$ cat src/rtl/load_store_unit_pkg.sv
// Shared LSU types: FSM state encoding and RV32 load/store funct3 codes.
// Consumed by load_store_unit and lsu_align via import riscv_pkg::*.
package riscv_pkg;

    typedef enum logic [2:0] {
        IDLE,
        REQ,
        WAIT,
        DONE,
        ERR
    } lsu_state_t;

    localparam logic [2:0] F3_B  = 3'b000;
    localparam logic [2:0] F3_H  = 3'b001;
    localparam logic [2:0] F3_W  = 3'b010;
    localparam logic [2:0] F3_BU = 3'b100;
    localparam logic [2:0] F3_HU = 3'b101;

endpackage

$ cat src/rtl/load_store_unit_if.sv
// Word-addressed memory bus between the LSU (master) and memory (slave).
// Request held until mem_gnt; mem_rvalid returns read data or write ack.
interface load_store_unit_if;

    logic        mem_req;
    logic        mem_we;
    logic [31:0] mem_addr;
    logic [3:0]  mem_be;
    logic [31:0] mem_wdata;
    logic        mem_gnt;
    logic        mem_rvalid;
    logic [31:0] mem_rdata;

    modport master (
        output mem_req, mem_we, mem_addr, mem_be, mem_wdata,
        input  mem_gnt, mem_rvalid, mem_rdata
    );

    modport slave (
        input  mem_req, mem_we, mem_addr, mem_be, mem_wdata,
        output mem_gnt, mem_rvalid, mem_rdata
    );

endinterface

$ cat src/rtl/load_store_unit_align.sv
// lsu_align: store lane/byte-enable generation, op legality, load extraction.
// LSU_MISALIGN_TRAP_EN makes misaligned half/word accesses illegal.
module lsu_align
    import riscv_pkg::*;
(
    input  logic        st_we,
    input  logic [2:0]  st_funct3,
    input  logic [1:0]  st_off,
    input  logic [31:0] st_data,
    input  logic [2:0]  ld_funct3,
    input  logic [1:0]  ld_off,
    input  logic [31:0] ld_word,
    output logic [3:0]  be,
    output logic [31:0] wdata,
    output logic        illegal,
    output logic [31:0] ld_data
);

    logic        misalign;
    logic        bad_f3;
    logic [7:0]  ld_byte;
    logic [15:0] ld_half;

`ifdef LSU_MISALIGN_TRAP_EN
    assign misalign = (st_funct3[1:0] == 2'b01 && st_off[0]) ||
                      (st_funct3[1:0] == 2'b10 && st_off != 2'b00);
`else
    assign misalign = 1'b0;
`endif

    assign bad_f3  = st_we ? st_funct3[2]
                           : (st_funct3 inside {3'b011, 3'b110, 3'b111});
    assign illegal = bad_f3 || misalign;

    always_comb begin
        be    = 4'b1111;
        wdata = st_data;
        if (st_we) begin
            unique case (st_funct3[1:0])
                2'b00: begin
                    be    = 4'b0001 << st_off;
                    wdata = {4{st_data[7:0]}};
                end
                2'b01: begin
                    be    = st_off[1] ? 4'b1100 : 4'b0011;
                    wdata = {2{st_data[15:0]}};
                end
                default: ;
            endcase
        end
    end

    always_comb begin
        unique case (ld_off)
            2'b00: ld_byte = ld_word[7:0];
            2'b01: ld_byte = ld_word[15:8];
            2'b10: ld_byte = ld_word[23:16];
            2'b11: ld_byte = ld_word[31:24];
        endcase
    end

    assign ld_half = ld_off[1] ? ld_word[31:16] : ld_word[15:0];

    always_comb begin
        unique case (ld_funct3)
            F3_B:    ld_data = {{24{ld_byte[7]}}, ld_byte};
            F3_BU:   ld_data = {24'h0, ld_byte};
            F3_H:    ld_data = {{16{ld_half[15]}}, ld_half};
            F3_HU:   ld_data = {16'h0, ld_half};
            F3_W:    ld_data = ld_word;
            default: ld_data = 32'h0;
        endcase
    end

endmodule

$ cat src/rtl/load_store_unit.sv
// load_store_unit: one-op-at-a-time RV32 LSU FSM with bus timeout.
// Optional LSU_MISALIGN_TRAP_EN traps misaligned half/word accesses.
module load_store_unit
    import riscv_pkg::*;
#(
    parameter int TIMEOUT_CYC = 16
) (
    input  logic               clk,
    input  logic               reset,
    input  logic               req_valid,
    input  logic               req_we,
    input  logic [2:0]         req_funct3,
    input  logic [31:0]        req_addr,
    input  logic [31:0]        req_wdata,
    output logic               stall,
    output logic               done,
    output logic               err,
    output logic [31:0]        rdata,
    load_store_unit_if.master  bus
);

    localparam int CW = $clog2(TIMEOUT_CYC + 1) + 1;

    lsu_state_t  state;
    logic [CW-1:0] cnt;
    logic [CW-1:0] cnt_inc;
    logic        tmo;
    logic [2:0]  ld_f3;
    logic [1:0]  ld_off;
    logic        mreq, mwe;
    logic [31:0] maddr, mwdata;
    logic [3:0]  mbe;
    logic [3:0]  a_be;
    logic [31:0] a_wdata, a_ldata;
    logic        a_illegal;

    lsu_align u_align (
        .st_we     (req_we),
        .st_funct3 (req_funct3),
        .st_off    (req_addr[1:0]),
        .st_data   (req_wdata),
        .ld_funct3 (ld_f3),
        .ld_off    (ld_off),
        .ld_word   (bus.mem_rdata),
        .be        (a_be),
        .wdata     (a_wdata),
        .illegal   (a_illegal),
        .ld_data   (a_ldata)
    );

    assign cnt_inc = cnt + 1'b1;
    assign tmo     = cnt_inc >= CW'(TIMEOUT_CYC);

    // Stall follows req_valid in IDLE so the core freezes the same cycle.
    assign stall = reset &&
                   ((state == IDLE) ? req_valid
                                    : (state == REQ || state == WAIT));

    assign bus.mem_req   = mreq;
    assign bus.mem_we    = mwe;
    assign bus.mem_addr  = maddr;
    assign bus.mem_be    = mbe;
    assign bus.mem_wdata = mwdata;

    always_ff @(posedge clk or negedge reset) begin
        if (!reset) begin
            state  <= IDLE;
            cnt    <= '0;
            ld_f3  <= 3'b0;
            ld_off <= 2'b0;
            mreq   <= 1'b0;
            mwe    <= 1'b0;
            maddr  <= 32'h0;
            mbe    <= 4'h0;
            mwdata <= 32'h0;
            done   <= 1'b0;
            err    <= 1'b0;
            rdata  <= 32'h0;
        end else begin
            unique case (state)
                IDLE: begin
                    if (req_valid) begin
                        ld_f3  <= req_funct3;
                        ld_off <= req_addr[1:0];
                        cnt    <= '0;
                        if (a_illegal) begin
                            state <= ERR;
                            done  <= 1'b1;
                            err   <= 1'b1;
                            rdata <= 32'h0;
                        end else begin
                            state  <= REQ;
                            mreq   <= 1'b1;
                            mwe    <= req_we;
                            maddr  <= {req_addr[31:2], 2'b00};
                            mbe    <= a_be;
                            mwdata <= a_wdata;
                        end
                    end
                end
                REQ: begin
                    cnt <= cnt_inc;
                    if (bus.mem_gnt || tmo) begin
                        mreq   <= 1'b0;
                        mwe    <= 1'b0;
                        maddr  <= 32'h0;
                        mbe    <= 4'h0;
                        mwdata <= 32'h0;
                    end
                    if (bus.mem_gnt) begin
                        state <= WAIT;
                    end else if (tmo) begin
                        state <= ERR;
                        done  <= 1'b1;
                        err   <= 1'b1;
                        rdata <= 32'h0;
                    end
                end
                WAIT: begin
                    cnt <= cnt_inc;
                    if (bus.mem_rvalid) begin
                        state <= DONE;
                        done  <= 1'b1;
                        rdata <= a_ldata;
                    end else if (tmo) begin
                        state <= ERR;
                        done  <= 1'b1;
                        err   <= 1'b1;
                        rdata <= 32'h0;
                    end
                end
                DONE, ERR: begin
                    state <= IDLE;
                    done  <= 1'b0;
                    err   <= 1'b0;
                    rdata <= 32'h0;
                end
                default: state <= IDLE;
            endcase
        end
    end

endmodule

$ cat src/flat_wrapper.sv
// flat-port wrapper written by rule: the top's interface ports become plain ports
module load_store_unit_flat import riscv_pkg::*;
#(
    parameter int TIMEOUT_CYC = 16
)
  (clk, reset, req_valid, req_we, req_funct3, req_addr, req_wdata, stall, done, err, rdata, bus_mem_req, bus_mem_we, bus_mem_addr, bus_mem_be, bus_mem_wdata, bus_mem_gnt, bus_mem_rvalid, bus_mem_rdata);
  load_store_unit_if bus_i ();
  input  logic clk;
  input  logic reset;
  input  logic req_valid;
  input  logic req_we;
  input  logic [2:0] req_funct3;
  input  logic [31:0] req_addr;
  input  logic [31:0] req_wdata;
  output logic stall;
  output logic done;
  output logic err;
  output logic [31:0] rdata;
  output wire logic [$bits(bus_i.mem_req)-1:0] bus_mem_req;
  output wire logic [$bits(bus_i.mem_we)-1:0] bus_mem_we;
  output wire logic [$bits(bus_i.mem_addr)-1:0] bus_mem_addr;
  output wire logic [$bits(bus_i.mem_be)-1:0] bus_mem_be;
  output wire logic [$bits(bus_i.mem_wdata)-1:0] bus_mem_wdata;
  input wire logic [$bits(bus_i.mem_gnt)-1:0] bus_mem_gnt;
  input wire logic [$bits(bus_i.mem_rvalid)-1:0] bus_mem_rvalid;
  input wire logic [$bits(bus_i.mem_rdata)-1:0] bus_mem_rdata;
  assign bus_mem_req = bus_i.mem_req;
  assign bus_mem_we = bus_i.mem_we;
  assign bus_mem_addr = bus_i.mem_addr;
  assign bus_mem_be = bus_i.mem_be;
  assign bus_mem_wdata = bus_i.mem_wdata;
  assign bus_i.mem_gnt = bus_mem_gnt;
  assign bus_i.mem_rvalid = bus_mem_rvalid;
  assign bus_i.mem_rdata = bus_mem_rdata;
  load_store_unit #(.TIMEOUT_CYC(TIMEOUT_CYC)) u_core (.clk(clk), .reset(reset), .req_valid(req_valid), .req_we(req_we), .req_funct3(req_funct3), .req_addr(req_addr), .req_wdata(req_wdata), .stall(stall), .done(done), .err(err), .rdata(rdata), .bus(bus_i));
endmodule
$ cat config.mk
export PLATFORM = sky130hd
export DESIGN_NAME = load_store_unit_flat
export DESIGN_NICKNAME = d
export VERILOG_FILES = /design/src/rtl/load_store_unit_pkg.sv /design/src/rtl/load_store_unit_if.sv /design/src/rtl/load_store_unit_align.sv /design/src/rtl/load_store_unit.sv /design/src/flat_wrapper.sv
export SDC_FILE = /design/constraint.sdc
export NUM_CORES = 1
export LEC_CHECK = 0
export ABC_AREA = 1
export CORE_MARGIN = 4
export CORE_UTILIZATION = 46
export CTS_CLUSTER_DIAMETER = 50
export DETAILED_ROUTE_END_ITERATION = 8
export PLACE_DENSITY = 0.83
export SYNTH_ARGS = -nofsm -noshare
export SYNTH_HDL_FRONTEND = slang
export SYNTH_SLANG_ARGS = --single-unit
$ cat constraint.sdc
create_clock -name clk -period 2.2 [get_ports clk]
set_input_delay 0.55 -clock clk [delete_from_list [all_inputs] [get_ports clk]]
set_output_delay 0.55 -clock clk [all_outputs]
set_load 0.02 [all_outputs]
==> results of run 1 <==
[sequential cells by signal (all words and copies together) (netlist names)]
register and flops:
u_core.bus.mem_wdata 32, u_core.rdata 32, u_core.bus.mem_addr 30, u_core.cnt 6, u_core.bus.mem_be 4, u_core.ld_f3 3
u_core.state 3, u_core.ld_off 2, u_core.bus.mem_req 1, u_core.bus.mem_we 1, u_core.done 1, u_core.err 1
[report_power, final]
| part | internal (mW) | total [mW] | leakage (nW) | switching, mW |
|---|---|---|---|---|
| Combinational | 3.03 | 7.12 | 2.61 | 4.08 |
| Clock | 2.15 | 3.08 | 0.318 | 0.937 |
| Sequential | 3.09 | 3.70 | 1.49 | 0.605 |
| Total | 8.27 | 13.9 | 4.42 | 5.63 |
[repair_timing]
action / in CTS / in global routing
hold buffers: 0 / 0
gates resized for setup: 3 / 2
setup buffers: 2 / 3
pin swaps: 1 / 0
setup endpoints to repair: 1 / 1
[final cells by class]
type	count	area [sq um]	area share, %
multi-input cells	585	2610	29.2
inverters	50	188	2.10
clock inverters	10	203	2.27
clock buffers	22	454	5.09
well taps	172	215	2.41
flip-flops and latches	116	2900	32.5
repair buffers	235	2350	26.3
[synth_stat cells]
| cell type | n | area share (%) |
|---|---|---|
| o22ai_1 | 17 | 1.8 |
| ha_1 | 1 | 0.21 |
| nand4_1 | 2 | 0.21 |
| nor3_1 | 1 | 0.084 |
| nand2_2 | 1 | 0.11 |
| o32a_1 | 1 | 0.17 |
| nand3b_1 | 3 | 0.38 |
| inv_2 | 4 | 0.25 |
| and3_1 | 1 | 0.11 |
| xor2_1 | 1 | 0.15 |
| a31oi_1 | 1 | 0.11 |
| buf_4 | 3 | 0.38 |
| nor2_1 | 14 | 0.89 |
| clkbuf_1 | 15 | 0.95 |
| dfrtp_1 | 116 | 49 |
| nand2_4 | 2 | 0.38 |
| nand2_1 | 349 | 22 |
| nor2_2 | 4 | 0.42 |
| a22o_1 | 1 | 0.15 |
| o2111ai_1 | 2 | 0.30 |
| or2_2 | 8 | 0.84 |
| a32o_1 | 1 | 0.17 |
| a21oi_1 | 14 | 1.2 |
| o21ai_0 | 48 | 4.1 |
| o211ai_1 | 2 | 0.25 |
| nand3_2 | 3 | 0.51 |
| buf_6 | 5 | 0.95 |
| a21boi_2 | 1 | 0.19 |
| o21ai_2 | 1 | 0.15 |
| o21ai_1 | 39 | 3.3 |
| inv_1 | 46 | 2.9 |
| nand3_1 | 64 | 5.4 |
| o32ai_1 | 1 | 0.15 |
| conb_1 | 1 | 0.063 |
| buf_2 | 21 | 1.8 |
[worst max-delay path, delay by kind of cell]
family	cells	cell delay, ps
compound gates	1	70
simple gates	2	190
buf+inv	3	690
[through the flow]
step	util, %	worst slack, ps	TNS [ps]
floorplan	-	494	0
global placement	65.2	-259	-259
detailed placement	65.2	-277	-277
CTS	70.5	12.7	0
global route	70.7	97.5	0
finish	70.7	153	0
[cell families after synthesis]
kind of cell	share of synthesized area (%)
buffers and inverters	7.22
XOR/XNOR	0.148
adder cells (fa/ha/maj)	0.211
AND/OR/NAND/NOR	31.4
AO/OA/AOI/OAI	11.9
flip-flops	49.0
other	0.0633
[path summary, 6_finish.rpt]
check | start | endpoint | slack, ps
worst max-delay path | req_valid | stall | 150
worst min-delay path | reset | u_core.state[2] | 200
worst max register to register | u_core.cnt[0] | u_core.bus.mem_wdata[31] | 450
worst min register to register | u_core.rdata[25] | u_core.rdata[25] | 470
max in group asynchronous | reset | u_core.bus.mem_addr[20] | 1460
min in group clk | u_core.rdata[25] | u_core.rdata[25] | 470
[layer usage]
metal	wire, microns	vias up	global-route usage, %
met5	0	-	0
met1	7170	2757	30.5
met4	484	0	10.9
li1	-	2989	-
met2	8260	256	38.0
met3	1880	38	9.42
==> impl_metrics.yaml, run 1 <==
run_status:
  status: "complete, no violations"
drt:
  first_pass_iters: 5
  drtIter0Drc: 498
  avgViaCountPerCell: 5.08
  wl_per_cell_microns: 15.0
  routed_wl_mm: 17.8
  num_vias: 6040
  remaining_drc_errors: 0
  ant_nets: 0
floorplan:
  die_area_sq_um: 14800
  fp-row-count: 41
  pin_count: 210
  core_area_sq_um: 12600
  start_util_pct: 47.0
  dieHeight_microns: 122
  die_w_microns: 122
logic_synthesis:
  avgSynthCellArea_sq_um: 7.46
  ys_seq_area_share_pct: 49.0
  synth.distinct_cells: 35
  netlist_area_sq_um: 5930
  ys_ff_latch: 116
  yosysWarnings: 0
  syn_inst: 794
global_routing:
  antenna_found_initial: 0
  grt_pass1_wl_mm: 28.4
  gr-total-overflow: 0
  track_usage_pct: 24.5
  grt_pass1_vias: 5787
  grt_max_degree: 117
run:
  cap_violations: 0
setup_path:
  path_max_fanout: 2
  crit_type: "primary input to output port"
  worst_setup_path_end_kind: "output port"
  worstPathArrival_ps: 1500
  ff2ff_path_depth: 8
  cpMaxStageDelayCell: "clkdlybuf4s50_1"
  crit_required_ps: 1650
  cpPeakStageDelay_ps: 480
  cp-start-kind: "primary input"
  crit_chain: "clkdlybuf4s50_1 > inv_1 > nand2_1 > o21ai_2 > nor2_1 > buf_2"
clocking:
  path_clk_slew_ps: 50
  cts.path.max_buffers: 2
  cts-root-buf: "clkbuf_16"
  cts_max_level: 4
  clkLatencyLatePin_ps: 410
  clock-sinks: 116
  tritoncts: "done"
  cts_buffers: 17
timing:
  rsz0062_at_grt: "no"
  final_hold_viol_count: 0
  hold-worst-slack_ps: 205
  worst_slew_pin_slew_ps: 655
  setup-violations-final: 0
  fin_skew_ps: 6.55
  period_needed_ps: 2050
  maxSlewViolCount: 0
  period_share_pct: 93.0
  slew_headroom_pct: 56.3
  max_freq_mhz: 489
finish:
  stdcell_count: 1190
  final_common_cell: "nand2_1"
  drive_gt1_share_pct: 8.35
  area_growth_syn_to_layout_pct: 50.5
  antennaDiodeCount: 0
  fin_nets: 1111
  nFillCells: 1043
  mostFrequentLayoutCells: "nand2_1 (348), clkdlybuf4s50_1 (205), dfrtp_1 (116), nand3_1 (64), o21ai_0 (48)"
  final_area_sq_um: 8920
placement:
  place_congestion: 0.884
  portBuffers: 207
  placed_cells: 1153
  place_hpwl_mm: 12.4
  placed_area_sq_um: 8230
pwr:
  leakagePower_nw: 4.42
  total_power_mw: 13.9
  power_density_nw_per_um2: 1560
  vdd_drop_max_mv: 0.830
min_path:
  hold_class: "primary input to async pin"
Note: power is estimated with default switching activity, not from simulation.
==> run 2, diff against run 1 <==
- SLEW_MARGIN: default -> 20
==> results of run 2 <==
The final DEF is identical to that of run 1; final timing and power are the same.
==> run 3, diff against run 2 <==
- CORE_MARGIN: 4 -> default
- REMOVE_ABC_BUFFERS: default -> 1
==> impl_metrics.yaml, run 3 (same netlist as run 1, synthesis figures left out) <==
clocking:
  tritoncts: "done"
  path_clk_slew_ps: 60
  holdBufCountCts: 0
  cts.path.max_buffers: 2
  clock-sinks: 116
  clkLatencyLatePin_ps: 420
  cts-root-buf: "clkbuf_16"
  cts_buffers: 17
  cts_max_level: 4
floorplan:
  pin_count: 210
  dieHeight_microns: 116
  core_area_sq_um: 12600
  start_util_pct: 47.2
  die_area_sq_um: 13300
  die_w_microns: 116
  fp-row-count: 41
global_routing:
  grt_max_degree: 117
  grt_pass1_vias: 5571
  track_usage_pct: 26.7
  antenna_found_initial: 0
  gr-total-overflow: 0
  grt_pass1_wl_mm: 27.3
pwr:
  power_density_nw_per_um2: 1550
  total_power_mw: 13.9
  vdd_drop_max_mv: 0.809
  leakagePower_nw: 4.42
run:
  cap_violations: 0
timing:
  hold-worst-slack_ps: 198
  period_share_pct: 94.2
  final_hold_viol_count: 0
  rsz0062_at_grt: "no"
  fin_skew_ps: 7.89
  period_needed_ps: 2070
  fin_ws_ps: 127
  max_freq_mhz: 482
  setup-violations-final: 0
  slew_headroom_pct: 55.3
  worst_slew_pin_slew_ps: 670
  maxSlewViolCount: 0
finish:
  utilization_pct: 71.1
  nFillCells: 997
  drive_gt1_share_pct: 8.37
  final_common_cell: "nand2_1"
  area_growth_syn_to_layout_pct: 50.9
  stdcell_count: 1187
  antennaDiodeCount: 0
  multiInputGateArea_sq_um: 2610
  fin_nets: 1108
  mostFrequentLayoutCells: "nand2_1 (348), clkdlybuf4s50_1 (205), dfrtp_1 (116), nand3_1 (64), o21ai_0 (48)"
  seq_area_sq_um: 2900
setup_path:
  cpPeakStageDelay_ps: 410
  worstPathArrival_ps: 1520
  crit_required_ps: 1650
  cpMaxStageDelayCell: "dfrtp_1"
  crit_type: "flip-flop to output port"
  cp_common_cell: "nor2_1"
  crit_chain: "nor2_1 > o21ai_1 > nor2_1 > buf_2"
  worst_setup_path_end_kind: "output port"
  path_max_fanout: 4
  cp-start-kind: "flip-flop"
drt:
  first_pass_iters: 6
  ant_nets: 0
  wl_per_cell_microns: 14.4
  routed_wl_mm: 17.1
  avgViaCountPerCell: 5.11
  drtIter0Drc: 462
  num_vias: 6066
  remaining_drc_errors: 0
placement:
  place_congestion: 0.853
  placed_cells: 1151
  place_hpwl_mm: 11.6
  place_ws_ps: -259
  portBuffers: 207
min_path:
  hold_class: "primary input to async pin"
run_status:
  status: "complete, no violations"
[run 3: timing repair]
| action | CTS | global route |
|---|---|---|
| resized for setup | 3 | 1 |
| pin swaps | 1 | 1 |
| setup buffers | 2 | 2 |
| endpoints found under the setup margin | 1 | 1 |
[run 3: critical path: cells and delay by family (launching register included)]
kind	cells	cell delay, ps
buffers and inverters	1	170
and+or+nand+nor	2	400
DFF	1	410
AOI/OAI and AO/OA	1	130
[run 3: path summary, 6_finish.rpt]
path                                   from                  endpoint  slack, ps  cells past startpoint
setup / recovery            u_core.state[1]                     stall        130                      4
hold / removal                        reset  u_core.bus.mem_wdata[18]        200                      2
setup reg to reg            u_core.state[1]   u_core.bus.mem_addr[30]        390                      8
hold reg to reg            u_core.rdata[20]          u_core.rdata[20]        470                      2
max in group asynchronous             reset   u_core.bus.mem_wdata[5]       1480                      2
min in group clk           u_core.rdata[20]          u_core.rdata[20]        470                      2
[run 3: cell type report]
cell class,count,area share [%]
sequential,116,32.5
multi-input combinational,585,29.1
timing repair buffer,232,26.7
clock buffer,18,4.91
tap,172,2.41
clock inverter,14,2.25
inverter,50,2.10
[run 3: per-stage QoR]
stage	setup TNS, ps	area (sq um)
after floorplan	-60260	5690
after global placement	-254	8280
after detailed placement	-372	8280
after CTS	0	8930
after global routing	0	8940
final	0	8940
[run 3: power by group]
| part | switching [mW] | total (mW) | leakage (nW) | internal (mW) |
|---|---|---|---|---|
| clock network | 1.06 | 3.00 | 0.307 | 1.94 |
| logic | 4.09 | 7.21 | 2.62 | 3.12 |
| registers | 0.590 | 3.68 | 1.49 | 3.09 |
| total | 5.74 | 13.9 | 4.42 | 8.15 |
[run 3: metal layers]
metal | up-vias | part of all wire (%) | GRT usage, %
met5 | - | 0 | 0
met4 | 0 | 2.4 | 11.4
met3 | 32 | 9.8 | 9.15
met2 | 259 | 47 | 42.6
met1 | 2800 | 41 | 32.9
li1 | 2975 | - | -
